## src/rtl/key_entry_pkg.sv

```systemverilog
// Shared definitions for the key_entry operator input block: FSM encoding,
// digit count and button indices (index order doubles as press priority).
package key_entry_pkg;

    typedef enum logic [1:0] {
        IDLE    = 2'd0,
        EDIT    = 2'd1,
        CONVERT = 2'd2,
        DONE    = 2'd3
    } state_t;

    localparam int NUM_DIGITS = 8;
    localparam int NUM_BTNS   = 5;

    localparam int ENTER = 0;
    localparam int UP    = 1;
    localparam int DOWN  = 2;
    localparam int LEFT  = 3;
    localparam int RIGHT = 4;

endpackage

```

## src/rtl/key_entry_btn_debounce.sv

```systemverilog
// Per-button debouncer: synchronises the raw input, changes the debounced level
// after STABLE_SAMPLES consecutive opposite samples, and emits a press pulse on rise.
module btn_debounce
    import key_entry_pkg::*;
#(
    parameter int STABLE_SAMPLES = 4
) (
    input  logic clk,
    input  logic rst,
    input  logic tick,
    input  logic raw,
    output logic level,
    output logic press
);

    localparam int CW = (STABLE_SAMPLES > 1) ? $clog2(STABLE_SAMPLES + 1) : 1;

    logic [1:0]    sync_p0;
    logic [CW-1:0] cnt;
    logic          level_p1;
    logic          raw_s;

    assign raw_s = sync_p0[1];

    always_ff @(posedge clk) begin
        if (rst) begin
            sync_p0  <= '0;
            cnt      <= '0;
            level    <= 1'b0;
            level_p1 <= 1'b0;
        end else begin
            sync_p0  <= {sync_p0[0], raw};
            level_p1 <= level;
            if (tick) begin
                // Any sample that agrees with the current level restarts the run.
                if (raw_s != level) begin
                    if (cnt == CW'(STABLE_SAMPLES - 1)) begin
                        level <= raw_s;
                        cnt   <= '0;
                    end else begin
                        cnt <= cnt + 1'b1;
                    end
                end else begin
                    cnt <= '0;
                end
            end
        end
    end

    assign press = level & ~level_p1;

endmodule

```

## src/rtl/key_entry.sv

```systemverilog
// Operator key entry: debounced buttons edit an 8-digit buffer, Enter commits it.
// Optional decimal entry with binary conversion when KEY_ENTRY_DEC_ENTRY_EN is defined.
module key_entry
    import key_entry_pkg::*;
#(
    parameter int DEBOUNCE_CYCLES = 100_000,
    parameter int STABLE_SAMPLES  = 4
) (
    input  logic        clk,
    input  logic        rst,
    input  logic        btn_up,
    input  logic        btn_down,
    input  logic        btn_left,
    input  logic        btn_right,
    input  logic        btn_enter,
    input  logic        entry_enable,
    output logic [31:0] entry_data,
    output logic        entry_valid,
    output logic [31:0] edit_data,
    output logic [2:0]  cursor,
    output logic        editing
);

    localparam int TW = (DEBOUNCE_CYCLES > 1) ? $clog2(DEBOUNCE_CYCLES) : 1;
`ifdef KEY_ENTRY_DEC_ENTRY_EN
    localparam logic [3:0] DIGIT_MAX = 4'd9;
`else
    localparam logic [3:0] DIGIT_MAX = 4'hF;
`endif

    function automatic logic [3:0] digit_inc(input logic [3:0] d);
        return (d == DIGIT_MAX) ? 4'd0 : d + 4'd1;
    endfunction

    function automatic logic [3:0] digit_dec(input logic [3:0] d);
        return (d == 4'd0) ? DIGIT_MAX : d - 4'd1;
    endfunction

    logic [TW-1:0]       tick_cnt;
    logic                tick;
    logic [NUM_BTNS-1:0] raw_btn;
    logic [NUM_BTNS-1:0] press_btn;
    // Debounced levels are not needed here; only the press edges drive the editor.
    logic [NUM_BTNS-1:0] btn_level_unused;

    state_t state, state_nxt;
    logic   enable_p0, enable_rise;
    logic   do_enter, do_up, do_down, do_left, do_right;
    logic   editing_nxt, valid_nxt;
    logic [3:0] cur_digit;

    assign tick = (tick_cnt == TW'(DEBOUNCE_CYCLES - 1));

    always_ff @(posedge clk) begin
        if (rst || tick) tick_cnt <= '0;
        else             tick_cnt <= tick_cnt + 1'b1;
    end

    assign raw_btn = {btn_right, btn_left, btn_down, btn_up, btn_enter};

    for (genvar i = 0; i < NUM_BTNS; i++) begin : g_db
        btn_debounce #(
            .STABLE_SAMPLES(STABLE_SAMPLES)
        ) u_db (
            .clk  (clk),
            .rst  (rst),
            .tick (tick),
            .raw  (raw_btn[i]),
            .level(btn_level_unused[i]),
            .press(press_btn[i])
        );
    end

    // Lower button index wins; everything else pressed in the same cycle is dropped.
    assign do_enter = press_btn[ENTER];
    assign do_up    = press_btn[UP]    & ~press_btn[ENTER];
    assign do_down  = press_btn[DOWN]  & ~|press_btn[UP:ENTER];
    assign do_left  = press_btn[LEFT]  & ~|press_btn[DOWN:ENTER];
    assign do_right = press_btn[RIGHT] & ~|press_btn[LEFT:ENTER];

    assign enable_rise = entry_enable & ~enable_p0;
    assign cur_digit   = edit_data[{cursor, 2'b00} +: 4];

`ifdef KEY_ENTRY_DEC_ENTRY_EN
    logic [31:0] acc, acc_nxt;
    logic [2:0]  conv_cnt;
    logic [3:0]  conv_digit;

    // Most-significant digit first: index 7 - conv_cnt.
    assign conv_digit = edit_data[{~conv_cnt, 2'b00} +: 4];
    assign acc_nxt    = (acc << 3) + (acc << 1) + {28'd0, conv_digit};
`endif

    always_ff @(posedge clk) begin
        if (rst) state <= IDLE;
        else     state <= state_nxt;
    end

    always_comb begin
        state_nxt = state;
        case (state)
            IDLE: if (enable_rise) state_nxt = EDIT;
            EDIT: begin
                if (!entry_enable) state_nxt = IDLE;
`ifdef KEY_ENTRY_DEC_ENTRY_EN
                else if (do_enter) state_nxt = CONVERT;
`else
                else if (do_enter) state_nxt = DONE;
`endif
            end
`ifdef KEY_ENTRY_DEC_ENTRY_EN
            CONVERT: begin
                if (!entry_enable)          state_nxt = IDLE;
                else if (conv_cnt == 3'd7)  state_nxt = DONE;
            end
`endif
            DONE:    state_nxt = IDLE;
            default: state_nxt = IDLE;
        endcase
    end

    always_comb begin
        editing_nxt = (state_nxt == EDIT) || (state_nxt == CONVERT);
        valid_nxt   = (state_nxt == DONE);
    end

    always_ff @(posedge clk) begin
        if (rst) begin
            editing     <= 1'b0;
            entry_valid <= 1'b0;
        end else begin
            editing     <= editing_nxt;
            entry_valid <= valid_nxt;
        end
    end

    always_ff @(posedge clk) begin
        if (rst) begin
            enable_p0  <= 1'b0;
            edit_data  <= '0;
            cursor     <= '0;
            entry_data <= '0;
`ifdef KEY_ENTRY_DEC_ENTRY_EN
            acc        <= '0;
            conv_cnt   <= '0;
`endif
        end else begin
            enable_p0 <= entry_enable;
            case (state)
                IDLE: begin
                    if (enable_rise) begin
                        edit_data <= '0;
                        cursor    <= '0;
                    end
                end
                EDIT: begin
                    if (entry_enable) begin
                        if (do_enter) begin
`ifdef KEY_ENTRY_DEC_ENTRY_EN
                            acc      <= '0;
                            conv_cnt <= '0;
`else
                            entry_data <= edit_data;
`endif
                        end else if (do_up) begin
                            edit_data[{cursor, 2'b00} +: 4] <= digit_inc(cur_digit);
                        end else if (do_down) begin
                            edit_data[{cursor, 2'b00} +: 4] <= digit_dec(cur_digit);
                        end else if (do_left) begin
                            cursor <= cursor + 3'd1;
                        end else if (do_right) begin
                            cursor <= cursor - 3'd1;
                        end
                    end
                end
`ifdef KEY_ENTRY_DEC_ENTRY_EN
                CONVERT: begin
                    acc      <= acc_nxt;
                    conv_cnt <= conv_cnt + 3'd1;
                    if (conv_cnt == 3'd7) entry_data <= acc_nxt;
                end
`endif
                default: ;
            endcase
        end
    end

endmodule

```

## config.mk

```make
export PLATFORM = sky130hd
export DESIGN_NAME = key_entry
export DESIGN_NICKNAME = d
export VERILOG_FILES = /design/src/rtl/key_entry_pkg.sv /design/src/rtl/key_entry_btn_debounce.sv /design/src/rtl/key_entry.sv
export SDC_FILE = /design/constraint.sdc
export NUM_CORES = 1
export LEC_CHECK = 0
export CAP_MARGIN = 10
export CORE_MARGIN = 5
export CORE_UTILIZATION = 49
export DETAILED_ROUTE_END_ITERATION = 12
export PLACE_DENSITY_LB_ADDON = 0.05
export SLEW_MARGIN = 10
export SYNTH_ARGS = -nofsm -noshare
export SYNTH_HDL_FRONTEND = slang
export SYNTH_SLANG_ARGS = --single-unit
```

## constraint.sdc

```tcl
create_clock -name clk -period 2.32 [get_ports clk]
set_input_delay 0.464 -clock clk [delete_from_list [all_inputs] [get_ports clk]]
set_output_delay 0.464 -clock clk [all_outputs]
set_load 0.01 [all_outputs]
```

======== After elaboration in Yosys (flattened, before gate mapping) ========
Cells that the tools add are included.
operators by class
  $add $sub $neg .......................... 11
  bitwise gates (word level) .............. 17
  reduce and logical (&&, ||, !) cells .... 19
  multiplexer cells ....................... 32
  equality and inequality tests ........... 23
  shift operators ......................... 4
operator list
  operator                                                                number
  32-bit two-way mux                                                      5
  32-bit bitwise mux                                                      2
  32-bit one-hot mux with 2 select lines                                  1
  4-bit by 7-bit indexed part select with 32-bit output                   2
  3-bit two-way mux                                                       17
  4-bit by 7-bit variable shift with 32-bit output, first input constant  1
  32-bit by 6-bit indexed part select with 4-bit output                   1
  3-bit by 1-bit adder with 3-bit output, second input constant           6
  3-bit AND reduction                                                     6
  17-bit by 1-bit adder with 17-bit output, second input constant         1
  17-bit equality test, second input constant                             1
  3-bit by 2-bit equality test with 1-bit output, second input constant   5
  1-bit bitwise AND                                                       10
  2-bit != test, second input constant                                    5
  4-bit two-way mux                                                       2
  5-bit negator with 7-bit output                                         1
  1-bit NOT                                                               7
  7-bit AND reduction                                                     1
  2-bit two-way mux                                                       3
  3-bit != test, second input constant                                    2
  3-bit one-hot mux with 2 select lines                                   1
  1-bit != test                                                           5
  5-bit AND reduction                                                     1
  4-bit by 1-bit adder with 4-bit output, second input constant           1
  other kinds (14)                                                        19
word-level totals
  logic and storage cells ................. 134
  input port bits ......................... 8
  output and inout port bits .............. 69
  register bits after elaboration ......... 124

======== Logic depth before layout (Yosys ltp) ========
Gate-level depths: netlist of the first run.
  depth after elaboration ................. 12
  mapped depth ............................ 12
  depth with buffers taken out ............ 9

======== Modules after synthesis ========
From an unflattened synthesis of the first run, not the netlist that was laid out.
unflattened totals
  cells, all modules ...................... 583
  area, all modules ....................... 5534.1 µm²
modules (own cells, without submodules)
  module        sequential area each (µm²)  area each (µm²)  cells an instance  instances
  key_entry     1781.7                      4201.5           468                1
  btn_debounce  140.1                       266.5            23                 5

======== Worst setup path before layout of the first run ========
OpenSTA, ideal clock, no wires.
  kind .................................... flip-flop to flip-flop
  start ................................... register cursor[0]
  end ..................................... register edit_data[18]
  period minus slack after synthesis ...... 2.541 ns
  data arrival time ....................... 2.414 ns
  setup slack ............................. -0.221 ns
  stages on the path, launching flop included .. 13
  setup time .............................. 0.128 ns
  path buffers ............................ 3
  data required time ...................... 2.192 ns
  cells stage by stage .................... dfxtp_1 > buf_6 > clkbuf_1 > inv_1 > ha_1 > ha_1 > clkbuf_1 > nor2b_1 > a31oi_1 > o21ai_0 > nand2_1 > a22oi_1 > nor2_1
between the ends
  cells in the longest elaborated chain, start to end .. 10
  elaborated cells on any way between the ends .. 18
  classes of those cells .................. add/sub (3); eq/ne (1); shift (4); mux (9); reduce/logical (1)
ends and longest elaborated chain
  item                                                                                     line              RTL
  from (decl)                                                                              key_entry.sv:20   output logic [2:0] cursor,
  from (signal assigned)                                                                   key_entry.sv:170  cursor <= cursor + 3'd1;
  from (signal assigned)                                                                   key_entry.sv:172  cursor <= cursor - 3'd1;
  32-bit by 6-bit indexed part select with 4-bit output                                    key_entry.sv:82   assign cur_digit = edit_data[{cursor, 2'b00} +: 4];
  4-bit by 1-bit subtractor with 4-bit output / 4-bit logical NOT (equally long branches)  key_entry.sv:36   return (d == 4'd0) ? DIGIT_MAX : d - 4'd1;
  4-bit two-way mux                                                                        key_entry.sv:36
  4-bit by 7-bit indexed part select with 32-bit output                                    key_entry.sv:168  edit_data[{cursor, 2'b00} +: 4] <= digit_dec(cur_digit);
  32-bit bitwise mux                                                                       key_entry.sv:168
  32-bit two-way mux                                                                       key_entry.sv:167  end else if (do_down) begin
  32-bit two-way mux (*)                                                                   key_entry.sv:165  end else if (do_up) begin
  32-bit two-way mux (*)                                                                   key_entry.sv:158  if (do_enter) begin
  32-bit two-way mux (*)                                                                   key_entry.sv:157  if (entry_enable) begin
  32-bit one-hot mux with 2 select lines (*)                                               key_entry.sv:149  case (state)
  to (signal, indexed assignment)                                                          key_entry.sv:166  edit_data[{cursor, 2'b00} +: 4] <= digit_inc(cur_digit);
  to (signal, indexed assignment)                                                          key_entry.sv:168
  to (decl)                                                                                key_entry.sv:19   output logic [31:0] edit_data,
Mark *: on every way between the ends. The rest lies on a longest branch, timed or not. The select of a mux whose other input is x is not followed.
A chain may end at the register's enable or synchronous reset.

======== Worst setup path after layout of the first run ========
  start ................................... register cursor[0]
  end ..................................... register edit_data[3]
Same word-level chain as after synthesis.

==> results_dict.tcl, run 1 <==
set metrics [dict create \
    run_status "finished, violations left" \
    failed_checks "setup timing" \
    netlist_area_um2 5300 \
    core_um2 10700 \
    antenna_found_initial 0 \
    fp.dieH_um 114 \
    initial_utilization 0.496 \
    period_minus_slack_ns 2.36 \
    synth-adder-area-share 0.0297 \
    antenna-diode-count 0 \
    synthXorXnorAreaFrac 0.0347 \
    floorplan.rows 38 \
    yosys-mux-area-fraction 0.0564 \
    area_fraction_of_the_dominant_cell_type_after_synthesis 0.468 \
    cts_num_sinks 124 \
    ctsLongestPathBuffers 2 \
    die_area_um2 13000 \
    layout.core_utilization 0.692 \
    grt-ovfl-total 0 \
    critical_path_class "flip-flop to flip-flop" \
    detailed_place_hpwl_um 10200 \
    layout-area-overhead-vs-synth_pct 39.6 \
    layout.cells.most_common_list "sky130_fd_sc_hd__dfxtp_1, sky130_fd_sc_hd__nand2_1, sky130_fd_sc_hd__clkdlybuf4s50_1, sky130_fd_sc_hd__buf_4, sky130_fd_sc_hd__nor2_1" \
    slew_headroom 0.613 \
    syn-instance-count 606 \
    max_cap_viol_count 0 \
    drc 0 \
    layout-drive-gt1-share 0.177 \
    drtAntennaViolNets 0 \
    cts.hold.buffers_added 0 \
    floorplan.die.width_um 114 \
    grt_util_all_layers 0.227 \
    synth_flop_cell "sky130_fd_sc_hd__dfxtp_1" \
    route.vias.total 4796 \
    ranking_of_synthesized_cells_by_area "sky130_fd_sc_hd__dfxtp_1, sky130_fd_sc_hd__nand2_1, sky130_fd_sc_hd__a21oi_1" \
    finalCritPeriodShare 1.02 \
    cts_tree "done" \
    finalHoldViolations 0 \
    num-fill-cells 880 \
    synth.avg_cell_area_um2 8.75 \
    design.portCount 77 \
    dominant_combinational_cell_family_by_area_after_synthesis "simple AND/OR/NAND/NOR gates" \
    synth_compound_gate_area_share 0.140 \
    crit_path_end_kind "flip-flop" \
    largest_net_degree_at_the_start_of_global_routing 53 \
    worst-path-max-fanout 8 \
    vias_per_cell 5.35 \
    power-per-cell-area_nw_per_um2 677 \
    clkLatencyLatePin_ns 0.53 \
    clock-skew-final_ns 0.00862 \
    dr.first_iter.drc_count 396 \
    via_count_of_the_first_global_routing_pass 4733 \
    hold_path.class "input pin to flip-flop" \
    finalNonFillerCells 897 \
    tritoncts.num_buffers 17 \
    syn-num-nets 626 \
    drt_wl_total_um 14300 \
    final_nets 764 \
    worst_ep_required_ns 2.75 \
    clk_pin_slew_ns 0.05 \
    ir_worst_vdd_v 0.000647 \
    finalMaxSlewViolations 0 \
    power.total_w 0.00501 \
    crit_start_category "flip-flop" \
    rsz_0062_raised_after_global_routing "yes" \
    synthesis.yosys.warnings 0 \
    buffer_ports.inserted 76 \
    data_arrival_time_at_the_worst_slack_endpoint_ns 2.79 \
    ctsHtreeMaxLevel 4 \
    report.final.setup_viol 5 \
    finalWorstSetupSlack_ns -0.0352 \
    synth.lib_cells_used.distinct 47 \
    ys_async_sr_fraction 0 \
    firstDrtPassIters 5 \
    seq_area_frac_synth 0.468 \
    routedWlPerCell_um 16.0 \
    worst_slew_pin_slew_ns 0.575 \
    total_leakage_power_nw 2.82 \
    gpl.final_weighted_congestion 0.938 \
    synth_top_cell_by_area "sky130_fd_sc_hd__dfxtp_1" \
    synth_edf_count 0 \
    final_common_cell "sky130_fd_sc_hd__dfxtp_1" \
    grt_pass1_wl_um 23300 \
    clk_root_buffer_cell "sky130_fd_sc_hd__clkbuf_8" \
    achievable-frequency_mhz 425 \
    ys_seq_elements 124 \
    placed_cells_incl_taps 858 \
    synth_simple_gate_area_frac 0.234 \
]
worst paths after layout:
path	startpoint	endpoint	slack (ns)	cells after the start
worst max-delay path	cursor[0]	edit_data[3]	-0.04	8
worst min register to register	g_db[1].u_db.sync_p0[0]	g_db[1].u_db.sync_p0[1]	0.45	1
worst max register to register	cursor[0]	edit_data[3]	-0.04	8
worst min-delay path	rst	edit_data[12]	0.39	2
per-layer routing:
metal  track usage  wire (um)  vias up
li1              -          -     2369
met3        0.0626        972        9
met2         0.365       6640      134
met4        0.0760        143        0
met1         0.296       6560     2284
met5             0          0        -
kinds of logic (layout without fill, tap and decap cells):
| family | Yosys count | after routing |
|---|---|---|
| compound gates | 118 | 118 |
| xor+xnor | 21 | 21 |
| mux | 18 | 18 |
| buf+inv | 51 | 202 |
| simple gates | 262 | 262 |
| flops | 124 | 124 |
| fa+ha+maj | 12 | 12 |
cell usage after synthesis, types with 5 or more instances:
cell	number
sky130_fd_sc_hd__o31ai_1	5
sky130_fd_sc_hd__a21o_1	5
sky130_fd_sc_hd__o21ai_0	17
sky130_fd_sc_hd__nand3_1	18
sky130_fd_sc_hd__inv_1	20
sky130_fd_sc_hd__nand2_1	92
sky130_fd_sc_hd__xnor2_1	6
sky130_fd_sc_hd__a31oi_1	6
sky130_fd_sc_hd__dfxtp_1	124
sky130_fd_sc_hd__clkbuf_1	23
sky130_fd_sc_hd__or3_1	5
sky130_fd_sc_hd__a21oi_1	52
sky130_fd_sc_hd__nor2b_1	23
sky130_fd_sc_hd__mux4_2	8
sky130_fd_sc_hd__nor2_1	67
sky130_fd_sc_hd__ha_1	11
sky130_fd_sc_hd__nor3_1	12
sky130_fd_sc_hd__nand2b_1	12
sky130_fd_sc_hd__nand4_1	5
sky130_fd_sc_hd__mux2i_1	6
sky130_fd_sc_hd__nor3b_1	6
sky130_fd_sc_hd__nand3b_1	9
sky130_fd_sc_hd__xor2_1	15
sky130_fd_sc_hd__a22oi_1	24
cell type report:
class                      count  area, um^2  share of cell area
multi-input combinational    431        2730               0.368
tap                          140         175              0.0237
clock buffer                  25         484              0.0654
inverter                      23        87.6              0.0118
sequential                   124        2490               0.336
clock inverter                 7         110              0.0149
timing repair buffer         147        1330               0.180
metrics by stage:
stage	hold slack, ns	setup slack (ns)	setup TNS [ns]	area, um^2
finish	0.394	-0.0352	-0.0757	7400
global placement	0.422	-0.220	-3.19	6640
global route	0.415	-0.138	-2.17	7400
floorplan	0.414	0.0283	0	5320
detailed placement	0.429	-0.247	-5.32	6640
CTS	0.386	-0.0165	-0.0165	7310
worst max-delay path, stage by stage, from the launching register on:
cell	delay (ns)
sky130_fd_sc_hd__dfxtp_4	0.41
sky130_fd_sc_hd__mux4_2	0.54
sky130_fd_sc_hd__mux2i_4	0.21
sky130_fd_sc_hd__inv_2	0.09
sky130_fd_sc_hd__ha_4	0.18
sky130_fd_sc_hd__a21o_1	0.15
sky130_fd_sc_hd__a21bo_1	0.20
sky130_fd_sc_hd__a21o_4	0.26
sky130_fd_sc_hd__o41ai_2	0.20
power by group:
group | switching [W] | internal (W)
sequential | 0.0000137 | 0.00215
combinational | 0.000126 | 0.0000929
clock | 0.000885 | 0.00174
total | 0.00102 | 0.00398
repair_timing:
item,in CTS,in global routing
gates resized for setup,13,13
setup buffers,1,6
endpoints found under the setup margin,33,34
endpoints found under the hold margin,0,0
pin swaps,6,4
state kept, by name, indices dropped and copies added (netlist names):
name	flops
tick_cnt	17
state	2
g_db.u_db.sync_p0	10
cursor	3
g_db.u_db.cnt	15
g_db.u_db.level_p1	5
entry_data	32
enable_p0	1
edit_data	32
editing	1
entry_valid	1
g_db.u_db.level	5
Power figures use the tool's default switching activity.
==> inputs of run 2 (changes only) <==
ABC_AREA = 0   (was default)
CAP_MARGIN = 30   (was 10)
CORE_ASPECT_RATIO = 1.75   (was default)
==> run 2 against run 1 <==
Against the previous run:
- the flow still finishes with violations (setup timing)
- hold slack improved by 0.049 ns
- setup slack got worse by 0.014 ns
- sequential power barely moved
- critical path depth did not move
- clock skew fell by 0.0025 ns
- combinational power rose by 4%
- maximum frequency fell by 0.60%
- final cell count fell by 1.0%
- non-clock buffer count rose by 1
- sequential cell count did not move
- first-iteration DRC count fell by 4.0%
- sequential share of layout area fell by 0.43 points
- critical endpoint is now edit_data[31]
- largest cell class unchanged
==> results_dict.tcl, run 2 (synthesized netlist as in run 1, its figures left out) <==
set metrics [dict create \
    run_status "finished, violations left" \
    failed_checks "setup timing" \
    route.vias.total 4916 \
    floorplan.die.width_um 88.6 \
    crit_start_category "flip-flop" \
    vias_per_cell 5.54 \
    die_area_um2 13100 \
    rsz_0062_raised_after_global_routing "yes" \
    power-per-cell-area_nw_per_um2 684 \
    gpl.final_weighted_congestion 0.982 \
    cts_tree "done" \
    report.final.setup_viol 5 \
    dr.first_iter.drc_count 380 \
    antenna_found_initial 0 \
    critical_path_class "flip-flop to flip-flop" \
    drc 0 \
    grt-ovfl-total 0 \
    power.total_w 0.00513 \
    drtAntennaViolNets 0 \
    finalCritPeriodShare 1.02 \
    reg2reg_setup_slack_ns -0.05 \
    firstDrtPassIters 6 \
    ir_worst_vdd_v 0.000702 \
    finalHoldViolations 0 \
    cts_num_sinks 124 \
    slew_headroom 0.594 \
    detailed_place_hpwl_um 11200 \
    max_cap_viol_count 0 \
    drt_wl_total_um 15500 \
    core_um2 10600 \
    routedWlPerCell_um 17.5 \
    clk_root_buffer_cell "sky130_fd_sc_hd__clkbuf_16" \
    tritoncts.num_buffers 17 \
    antenna-diode-count 0 \
    total_leakage_power_nw 2.83 \
    worst_ep_required_ns 2.64 \
    layout-area-overhead-vs-synth_pct 41.4 \
    finalMaxSlewViolations 0 \
    hold_path.class "flip-flop to flip-flop" \
    worst_slew_pin_slew_ns 0.603 \
    worst-path-max-fanout 8 \
    clock-skew-final_ns 0.00610 \
    design.portCount 77 \
    period_minus_slack_ns 2.37 \
    final_common_cell "sky130_fd_sc_hd__dfxtp_1" \
    grt_util_all_layers 0.240 \
    clkLatencyLatePin_ns 0.40 \
    crit_path_end_kind "flip-flop" \
    initial_utilization 0.498 \
    layout-drive-gt1-share 0.197 \
    reg_top3 "edit_data x32, entry_data x32, tick_cnt x17" \
    ctsLongestPathBuffers 2 \
    largest_net_degree_at_the_start_of_global_routing 47 \
    fp.dieH_um 148 \
    via_count_of_the_first_global_routing_pass 4847 \
    achievable-frequency_mhz 422 \
    buffer_ports.inserted 76 \
    grt_pass1_wl_um 24000 \
    clk_pin_slew_ns 0.05 \
    floorplan.rows 50 \
    finalWorstSetupSlack_ns -0.0494 \
    layout.cells.most_common_list "sky130_fd_sc_hd__dfxtp_1, sky130_fd_sc_hd__nand2_1, sky130_fd_sc_hd__clkdlybuf4s50_1, sky130_fd_sc_hd__buf_4, sky130_fd_sc_hd__nor2_1" \
    ctsHtreeMaxLevel 4 \
    final_nets 765 \
    fin_tns_setup_ns -0.124 \
    data_arrival_time_at_the_worst_slack_endpoint_ns 2.69 \
]
==> run 2: worst paths after layout <==
path	startpoint	end	cells after the start
setup reg to reg	cursor[0]	edit_data[31]	8
hold reg to reg	g_db[1].u_db.sync_p0[0]	g_db[1].u_db.sync_p0[1]	1
hold / removal	g_db[1].u_db.sync_p0[0]	g_db[1].u_db.sync_p0[1]	1
setup / recovery	cursor[0]	edit_data[31]	8
==> run 2: through the flow <==
| step | instance area, um^2 | setup WS (ns) | hold WS (ns) | std cells | utilization |
|---|---|---|---|---|---|
| floorplan | 5320 | 0.0283 | 0.414 | 606 | - |
| CTS | 7330 | 0.00343 | 0.443 | 886 | 0.690 |
| global placement | 6640 | -0.169 | 0.418 | 852 | 0.624 |
| detailed placement | 6640 | -0.251 | 0.430 | 852 | 0.624 |
| global route | 7490 | -0.129 | 0.462 | 888 | 0.705 |
| finish | 7490 | -0.0494 | 0.443 | 888 | 0.705 |
==> run 2: repair_timing <==
item / in CTS / in global routing
buffers inserted: 2 / 2
hold buffers: 0 / 0
pin swaps: 5 / 7
endpoints found under the setup margin: 32 / 32
gates cloned: 0 / 0
gates resized for setup: 17 / 25
==> run 2: power by group <==
part	internal, W	switching (W)
Clock	0.00178	0.000963
Sequential	0.00215	0.0000116
Combinational	0.0000897	0.000137
Total	0.00402	0.00111
==> run 2: critical path: stages, from the launching register on <==
cell                      delay [ns]
sky130_fd_sc_hd__dfxtp_4        0.41
sky130_fd_sc_hd__buf_6          0.14
sky130_fd_sc_hd__mux4_2         0.50
sky130_fd_sc_hd__mux2_4         0.33
sky130_fd_sc_hd__buf_12         0.14
sky130_fd_sc_hd__nor2b_4        0.11
sky130_fd_sc_hd__a31oi_1        0.14
sky130_fd_sc_hd__a21o_4         0.29
sky130_fd_sc_hd__o31ai_2        0.21
==> run 2: cell type report <==
| type | instances | area (um^2) |
|---|---|---|
| flip-flops and latches | 124 | 2490 |
| repair buffers | 148 | 1330 |
| well taps | 130 | 163 |
| multi-input cells | 431 | 2810 |
| clock buffers | 20 | 467 |
| clock inverters | 12 | 159 |
| fillers | 842 | 3140 |
| inverters | 23 | 87.6 |
==> run 2: layer usage <==
| layer | global-route usage | vias up | routed length, um |
|---|---|---|---|
| met3 | 0.0508 | 53 | 776 |
| li1 | - | 2367 | - |
| met4 | 0.133 | 0 | 866 |
| met1 | 0.242 | 2325 | 5530 |
| met2 | 0.439 | 171 | 8360 |
| met5 | 0 | - | 0 |
